<file path="src/rtl/uart_tx_frame_if.sv">
// Handshake/serial bundle for uart_tx_frame: request level and data in, serial line and status out.
interface uart_tx_frame_if;
  logic       send;
  logic [7:0] din;
  logic       tx_out;
  logic       busy;
  logic       tx_done;

  modport master (output send, din, input tx_out, busy, tx_done);
  modport slave  (input send, din, output tx_out, busy, tx_done);
endinterface

</file>
<file path="src/rtl/uart_tx_frame.sv">
// uart_tx_frame: one 8-bit asynchronous UART frame per rising edge of the debounced send level.
// Define UART_TX_PARITY_EN to insert an odd-parity bit before the stop bit (8O1 instead of 8N1).
module uart_tx_frame #(
  parameter int unsigned CLK_FREQ  = 100_000_000,
  parameter int unsigned BAUD_RATE = 19_200
) (
  input logic            clk,
  input logic            reset,
  uart_tx_frame_if.slave bus
);

  localparam int unsigned BIT_CYCLES = CLK_FREQ / BAUD_RATE;
  localparam int unsigned TW         = (BIT_CYCLES > 1) ? $clog2(BIT_CYCLES) : 1;
  localparam logic [TW-1:0] BIT_LAST = TW'(BIT_CYCLES - 1);

  typedef enum logic [2:0] {
    IDLE,
    START,
    DATA,
`ifdef UART_TX_PARITY_EN
    PARITY,
`endif
    STOP
  } state_t;

  state_t        state, state_d;
  logic [TW-1:0] timer, timer_d;
  logic [2:0]    idx, idx_d;
  logic [7:0]    shift, shift_d;
  logic          send_q;
  logic          send_edge;
  logic          bit_end;
  logic          line;
  logic          done_d;
  logic          tx_q, busy_q, done_q;
`ifdef UART_TX_PARITY_EN
  logic          par_q, par_d;
`endif

  // send_q resets high so a level already asserted at reset release is not an edge.
  assign send_edge = bus.send & ~send_q;
  assign bit_end   = (timer == BIT_LAST);

  always_comb begin
    state_d = state;
    timer_d = timer;
    idx_d   = idx;
    shift_d = shift;
    done_d  = 1'b0;
    line    = 1'b1;
`ifdef UART_TX_PARITY_EN
    par_d   = par_q;
`endif
    if (state != IDLE) begin
      timer_d = bit_end ? '0 : timer + 1'b1;
    end
    case (state)
      IDLE: begin
        if (send_edge) begin
          state_d = START;
          shift_d = bus.din;
          timer_d = '0;
          idx_d   = '0;
`ifdef UART_TX_PARITY_EN
          par_d   = ~^bus.din;
`endif
        end
      end
      START: begin
        line = 1'b0;
        if (bit_end) begin
          state_d = DATA;
          idx_d   = '0;
        end
      end
      DATA: begin
        line = shift[0];
        if (bit_end) begin
          shift_d = shift >> 1;
          idx_d   = idx + 3'd1;
          if (idx == 3'd7) begin
`ifdef UART_TX_PARITY_EN
            state_d = PARITY;
`else
            state_d = STOP;
`endif
          end
        end
      end
`ifdef UART_TX_PARITY_EN
      PARITY: begin
        line = par_q;
        if (bit_end) state_d = STOP;
      end
`endif
      STOP: begin
        line = 1'b1;
        if (bit_end) begin
          state_d = IDLE;
          done_d  = 1'b1;
        end
      end
      default: state_d = IDLE;
    endcase
  end

  // Outputs are registered from the current state, so the line lags the FSM by one cycle
  // and tx_done lands in the last registered cycle of the stop bit.
  always_ff @(posedge clk or negedge reset) begin
    if (!reset) begin
      state  <= IDLE;
      timer  <= '0;
      idx    <= '0;
      shift  <= '0;
      send_q <= 1'b1;
      tx_q   <= 1'b1;
      busy_q <= 1'b0;
      done_q <= 1'b0;
`ifdef UART_TX_PARITY_EN
      par_q  <= 1'b0;
`endif
    end else begin
      state  <= state_d;
      timer  <= timer_d;
      idx    <= idx_d;
      shift  <= shift_d;
      send_q <= bus.send;
      tx_q   <= line;
      busy_q <= (state != IDLE);
      done_q <= done_d;
`ifdef UART_TX_PARITY_EN
      par_q  <= par_d;
`endif
    end
  end

  assign bus.tx_out  = tx_q;
  assign bus.busy    = busy_q;
  assign bus.tx_done = done_q;

endmodule

</file>
<file path="src/flat_wrapper.sv">
// flat-port wrapper written by rule: the top's interface ports become plain ports
module uart_tx_frame_flat 
#(
  parameter int unsigned CLK_FREQ  = 100_000_000,
  parameter int unsigned BAUD_RATE = 19_200
)
  (clk, reset, bus_send, bus_din, bus_tx_out, bus_busy, bus_tx_done);
  uart_tx_frame_if bus_i ();
  input logic clk;
  input logic reset;
  input wire logic [$bits(bus_i.send)-1:0] bus_send;
  input wire logic [$bits(bus_i.din)-1:0] bus_din;
  output wire logic [$bits(bus_i.tx_out)-1:0] bus_tx_out;
  output wire logic [$bits(bus_i.busy)-1:0] bus_busy;
  output wire logic [$bits(bus_i.tx_done)-1:0] bus_tx_done;
  assign bus_i.send = bus_send;
  assign bus_i.din = bus_din;
  assign bus_tx_out = bus_i.tx_out;
  assign bus_busy = bus_i.busy;
  assign bus_tx_done = bus_i.tx_done;
  uart_tx_frame #(.CLK_FREQ(CLK_FREQ), .BAUD_RATE(BAUD_RATE)) u_core (.clk(clk), .reset(reset), .bus(bus_i));
endmodule
</file>
<file path="config.mk">
export PLATFORM = sky130hd
export DESIGN_NAME = uart_tx_frame_flat
export DESIGN_NICKNAME = d
export VERILOG_FILES = /design/src/rtl/uart_tx_frame_if.sv /design/src/rtl/uart_tx_frame.sv /design/src/flat_wrapper.sv
export SDC_FILE = /design/constraint.sdc
export NUM_CORES = 1
export LEC_CHECK = 0
export ABC_AREA = 1
export BUFFER_PORTS_ARGS = -buffer_cell sky130_fd_sc_hd__buf_2
export CORE_MARGIN = 1.5
export CORE_UTILIZATION = 58
export CTS_BUF_LIST = sky130_fd_sc_hd__clkbuf_16
export DETAILED_ROUTE_END_ITERATION = 10
export PLACE_DENSITY = 0.78
export SKIP_LAST_GASP = 1
export SLEW_MARGIN = 20
export SYNTH_ARGS = -nofsm -noshare
export SYNTH_HDL_FRONTEND = slang
export SYNTH_SLANG_ARGS = --single-unit
</file>
<file path="constraint.sdc">
create_clock -name clk -period 2.2 [get_ports clk]
set_clock_uncertainty 0.05 [all_clocks]
set_input_delay 0.33 -clock clk [delete_from_list [all_inputs] [get_ports clk]]
set_output_delay 0.33 -clock clk [all_outputs]
set_load 0.02 [all_outputs]
</file>
==> results of run 1 <==
## registers in the layout, summed over array words and instances, names as in the netlist
register	count
u_core.timer	13
u_core.state	2
u_core.send_q	1
u_core.idx	3
u_core.shift	8
u_core.bus.busy	1
u_core.bus.tx_out	1
u_core.bus.tx_done	1
## layout make-up
cell class	count	area, µm²	area share [%]
Inverter	21	78.83	4.110
Sequential cell	30	753.2	39.27
Clock inverter	3	12.51	0.6523
Timing Repair Buffer	16	87.58	4.566
Clock buffer	5	125.1	6.523
Tap cell	31	38.79	2.022
Multi-Input combinational cell	158	822.0	42.86
## worst max-delay path: stages (launching register included)
cell and delay (ps):
dfrtp_1 440, inv_1 110, ha_1 240, clkinv_1 220, buf_4 220, nand2_1 230
nand2_2 180, nand2_1 100, nand2_1 50
## stage by stage
stage               instances  worst slack, ps  total power, µW  cell area [µm²]  utilization [%]
floorplan                 212            622.5             1825             1674                -
global placement          256            344.7             2064             1780            64.56
detailed placement        256            306.6             2137             1780            64.56
CTS                       264            279.5             2786             1918            69.56
global route              264            98.18             2998             1918            69.56
finish                    264            238.8             2798             1918            69.56
## power breakdown
| group | switching (µW) | internal [µW] |
|---|---|---|
| Clock | 215 | 406 |
| Sequential | 188 | 780 |
| Combinational | 794 | 415 |
## worst max-delay path by stage
| stage | from | endpoint | slack [ps] | depth (start not counted) |
|---|---|---|---|---|
| 3_3_place_gp | u_core.state[0] | u_core.shift[7] | 340 | 8 |
| 4_1_cts | u_core.state[0] | u_core.shift[5] | 280 | 8 |
| 6_report | u_core.state[1] | u_core.shift[7] | 240 | 8 |
| 2_1_floorplan | u_core.state[0] | u_core.state[0] | 620 | 8 |
| 5_1_grt | u_core.state[0] | u_core.shift[6] | 100 | 8 |
| 3_5_place_dp | u_core.state[1] | u_core.shift[2] | 310 | 8 |
## cells in the mapped netlist (all sizes together)
cell type,instances
nand2,79
dfrtp,28
inv,20
nand3,20
nor2,15
ha,8
o21ai,8
nand4,5
nor3,5
o22ai,4
xor2,4
a21oi,3
or2,3
buf,2
dfstp,2
nand3b,2
a22o,1
a32o,1
clkbuf,1
clkinv,1
## per-layer routing
| metal | GRT usage, % | vias up |
|---|---|---|
| met5 | 0 | - |
| met4 | 11.56 | 0 |
| met3 | 6.912 | 11 |
| met2 | 37.71 | 46 |
| met1 | 35.04 | 707 |
| li1 | - | 723 |
## logic make-up after synthesis
kind of cell / synth area share [%]
and+or+nand+nor: 34.23
DFF: 44.99
buffers and inverters: 5.903
AOI/OAI and AO/OA: 6.801
adders and majority gates: 5.979
xor gates and xnor gates: 2.092
## layout by cell type, fill, tap and decap left out
master	count
nor2_1	11
inv_1	17
a32o_1	1
nand2_2	1
a21oi_2	1
nand4_1	5
or2_2	3
nand3_4	1
nor3_1	5
a21oi_4	1
inv_2	4
nor2_4	1
clkbuf_16	5
nand3_1	19
a21oi_1	1
clkinv_2	1
a22o_1	1
dfstp_2	2
nand3b_1	2
o21ai_0	8
ha_1	8
dfrtp_1	28
buf_4	3
buf_2	13
o22ai_1	4
xor2_1	4
nand2_1	78
clkinv_1	2
nor2_2	3
==> impl_metrics.toml, run 1 <==
[drt]
drt-met1-wl_um = 1636
first_iter_violations = 73
wl_met3_um = 203
firstDrtPassIters = 4
drc = 0
wl_met2_um = 1720
wl_per_cell_um = 13.86
via_per_inst = 5.633
drtAntennaViolNets = 0
top_layer = "met4"
wirelength_um = 3659
vias = 1487

[timing]
rsz0062_at_grt = "no"
final.setup.tns_ps = 0
period_needed_ps = 1961
fin_hold_ws_ps = 30.26
relSlewSlack_pct = 57.20
drv_slew = 0
tightest_slew_ps = 642.0
fmax_mhz = 509.9
hold_violations = 0
setup_violations = 0
post-route-period-util_pct = 89.15

[final_layout]
nets = 251
drive_above_1_share_pct = 16.74
nFillCells = 222
syn_to_final_growth_pct = 14.57
antenna_cells = 0

[cts]
hold_buffers = 0
tritoncts = "done"
htree_levels = 2
clock-sinks = 30
cts_resized = 0
cts_root_buffer = "clkbuf_16"
clock_latency_ps = 270
cts_buffers = 5
clkTransAtPathRegs_ps = 50
clock_path_buffers = 2
postCtsSetupBuffers = 0

[die]
num_rows = 19
io_pins = 14
start_util_pct = 60.71
fp.dieH_um = 56.73
dieArea_um2 = 3218
die_w_um = 56.73
fp.coreArea_um2 = 2758

[pwr]
p_per_area_nw_per_um2 = 1459
ir_drop_mv = 1.215
p_leak_uw = 0.0009850

[global_routing]
grt_usage_pct = 25.55
grt_pass1_wl_um = 6251
overflow = 0
antenna_found_initial = 0
first_global_vias = 1409
grt_start_max_net_pins = 31

[critical_path]
r2r_setup_slack_ps = 240
path_class = "reg -> reg"
crit_required_ps = 2310
worstReg2RegEnd = "u_core.shift[7]"
start_kind = "flip-flop"
rr_startpoint = "u_core.state[1]"
worstPathMaxFanout = 8
arrival_ps = 2070
reg2reg_depth = 8
end_kind = "flip-flop"

[synth]
syn_nets = 231
avgSynthCellArea_um2 = 7.897
synth.distinct_cells = 28
ys_seq_area_share_pct = 44.99
yosysTopAreaCell = "dfrtp_1"
ys_ff_latch = 30
syn_inst = 212
yosys_warnings = 0
ys_top_cells_by_area = "dfrtp_1 (42%), nand2_1 (17%), ha_1 (6.0%)"
synth_top_area_share_pct = 41.85
netlist_area_um2 = 1674

[placed_design]
io_buffers = 13
gp_congestion = 0.8166
dp_hpwl_um = 2588

[run_status]
status = "completed"

[job]
cap_violations = 0

[worst_hold_path]
worstHoldPathType = "in -> async"
(Power assumes the default switching activity.)
==> run 2: changes to the inputs <==
==> constraint.sdc (replaced) <==
create_clock -name clk -period 2.2 [get_ports clk]
set_clock_uncertainty 0.05 [all_clocks]
set_input_delay 0.22 -clock clk [delete_from_list [all_inputs] [get_ports clk]]
set_output_delay 0.22 -clock clk [all_outputs]
set_load 0.02 [all_outputs]
==> run 2 against run 1 <==
Setup slack is essentially flat; global-route usage unchanged; sequential cell count did not move; non-clock buffer count grew 1; core utilization grew 0.36 points; largest power group unchanged; critical path type unchanged.
==> impl_metrics.toml, run 2 (same netlist as run 1, synthesis figures left out) <==
[cts]
cts_resized = 0
clock_latency_ps = 270
clock-sinks = 30
htree_levels = 2
cts_root_buffer = "clkbuf_16"
tritoncts = "done"
cts_buffers = 5
clkTransAtPathRegs_ps = 50
clock_path_buffers = 2

[worst_hold_path]
worstHoldStart = "bus_send"
min_path_cells = 1
holdPathEnd = "u_core.send_q"
worstHoldPathType = "in -> reg"

[drt]
wl_per_cell_um = 13.83
vias = 1489
via_per_inst = 5.619
wirelength_um = 3666
drtAntennaViolNets = 0
firstDrtPassIters = 4
first_iter_violations = 76
drc = 0

[critical_path]
crit_required_ps = 2310
rr_startpoint = "u_core.state[1]"
worstReg2RegEnd = "u_core.shift[7]"
end_kind = "flip-flop"
r2r_setup_slack_ps = 240
path_class = "reg -> reg"
start_kind = "flip-flop"
worstPathMaxFanout = 8
arrival_ps = 2070
reg2reg_depth = 8

[pwr]
ir_drop_mv = 1.215
combPwrFrac_pct = 43.2
p_per_area_nw_per_um2 = 1452
p_clk_share_pct = 22.2
intPower_uw = 1602
p_leak_uw = 0.0009892
power_frac_seq_pct = 34.6
swShare_pct = 42.77
p_sw_uw = 1197

[timing]
setup_violations = 0
tightest_slew_ps = 643.9
rsz0062_at_grt = "no"
hold_violations = 0
setup_slack_ps = 238.8
fmax_mhz = 509.9
post-route-period-util_pct = 89.15
drv_slew = 0
final.setup.tns_ps = 0
relSlewSlack_pct = 57.07
period_needed_ps = 1961

[final_layout]
nets = 252
drive_above_1_share_pct = 16.67
finalInstanceArea_um2 = 1928
regMostFlops = "u_core.timer"
syn_to_final_growth_pct = 15.17
final_common_cell = "nand2_1"
largest_reg_flops = 13
top_regs = "u_core.timer (13), u_core.shift (8), u_core.idx (3)"
antenna_cells = 0
final_cell_mix = "nand2_1 (78), dfrtp_1 (28), nand3_1 (19), inv_1 (17), buf_2 (13)"
stdcell_count = 265

[global_routing]
grt_usage_pct = 25.55
overflow = 0
grt_start_max_net_pins = 31
first_global_vias = 1409
grt_pass1_wl_um = 6251
antenna_found_initial = 0

[placed_design]
placed_cells = 256
pre_cts_ws_ps = 306.6
dp_hpwl_um = 2588
gp_congestion = 0.8166
dpl_cell_area_um2 = 1780
io_buffers = 13

[job]
cap_violations = 0

[die]
die_w_um = 56.73
start_util_pct = 60.71
fp.dieH_um = 56.73
dieArea_um2 = 3218
num_rows = 19
fp.coreArea_um2 = 2758
io_pins = 14

[run_status]
status = "completed"
## run 2: routing by layer
metal	track usage (%)	vias to the layer above	wire length [µm]	share of wire [%]
met1	35.04	707	1643	45
met4	11.56	0	98	2.7
met3	6.912	11	201	5.5
li1	-	725	-	-
met2	37.71	46	1722	47
met5	0	-	0	0
## run 2: worst max-delay path: stages, from the launching register on
cell and delay (ps):
dfrtp_1 440, inv_1 110, ha_1 240, clkinv_1 220
buf_4 220, nand2_1 230, nand2_2 180, nand2_1 100
nand2_1 50
## run 2: repair_timing
action                                 CTS  global route
buffers inserted                         0             0
endpoints found under the hold margin   28             0
setup endpoints to repair                0             0
hold buffers                             1             0
## run 2: through the flow
step / total power [µW] / utilization, % / hold WS, ps
final: 2799 / 69.92 / 15.07
after global routing: 3000 / 69.92 / 12.22
after CTS: 2788 / 69.92 / 7.899
after detailed placement: 2137 / 64.56 / 239.7
after global placement: 2064 / 64.56 / 223.2
after floorplan: 1825 / - / -125.6
## run 2: how the worst max path moves through the flow
| stage | from | end | slack, ps | cells past startpoint |
|---|---|---|---|---|
| floorplan | u_core.state[0] | u_core.state[0] | 620 | 8 |
| global placement | u_core.state[0] | u_core.shift[7] | 340 | 8 |
| detailed placement | u_core.state[1] | u_core.shift[2] | 310 | 8 |
| CTS | u_core.state[0] | u_core.shift[5] | 280 | 8 |
| global route | u_core.state[0] | u_core.shift[6] | 100 | 8 |
| finish | u_core.state[1] | u_core.shift[7] | 240 | 8 |
## run 2: cell type report
class / instances / area, µm²
Sequential cell: 30 / 753.2
Multi-Input combinational cell: 158 / 822.0
Fill cell: 221 / 829.5
Clock buffer: 5 / 125.1
Tap cell: 31 / 38.79
Clock inverter: 3 / 12.51
Timing Repair Buffer: 17 / 97.59
Inverter: 21 / 78.83
## run 2: power by group through the flow
stage                     Combinational (µW)  Clock [µW]  Sequential [µW]
after floorplan                          883           0              941
after global placement                  1110           0              950
after detailed placement                1170           0              968
after CTS                               1190         633              961
after global routing                    1350         653              993
final                                   1210         621              967
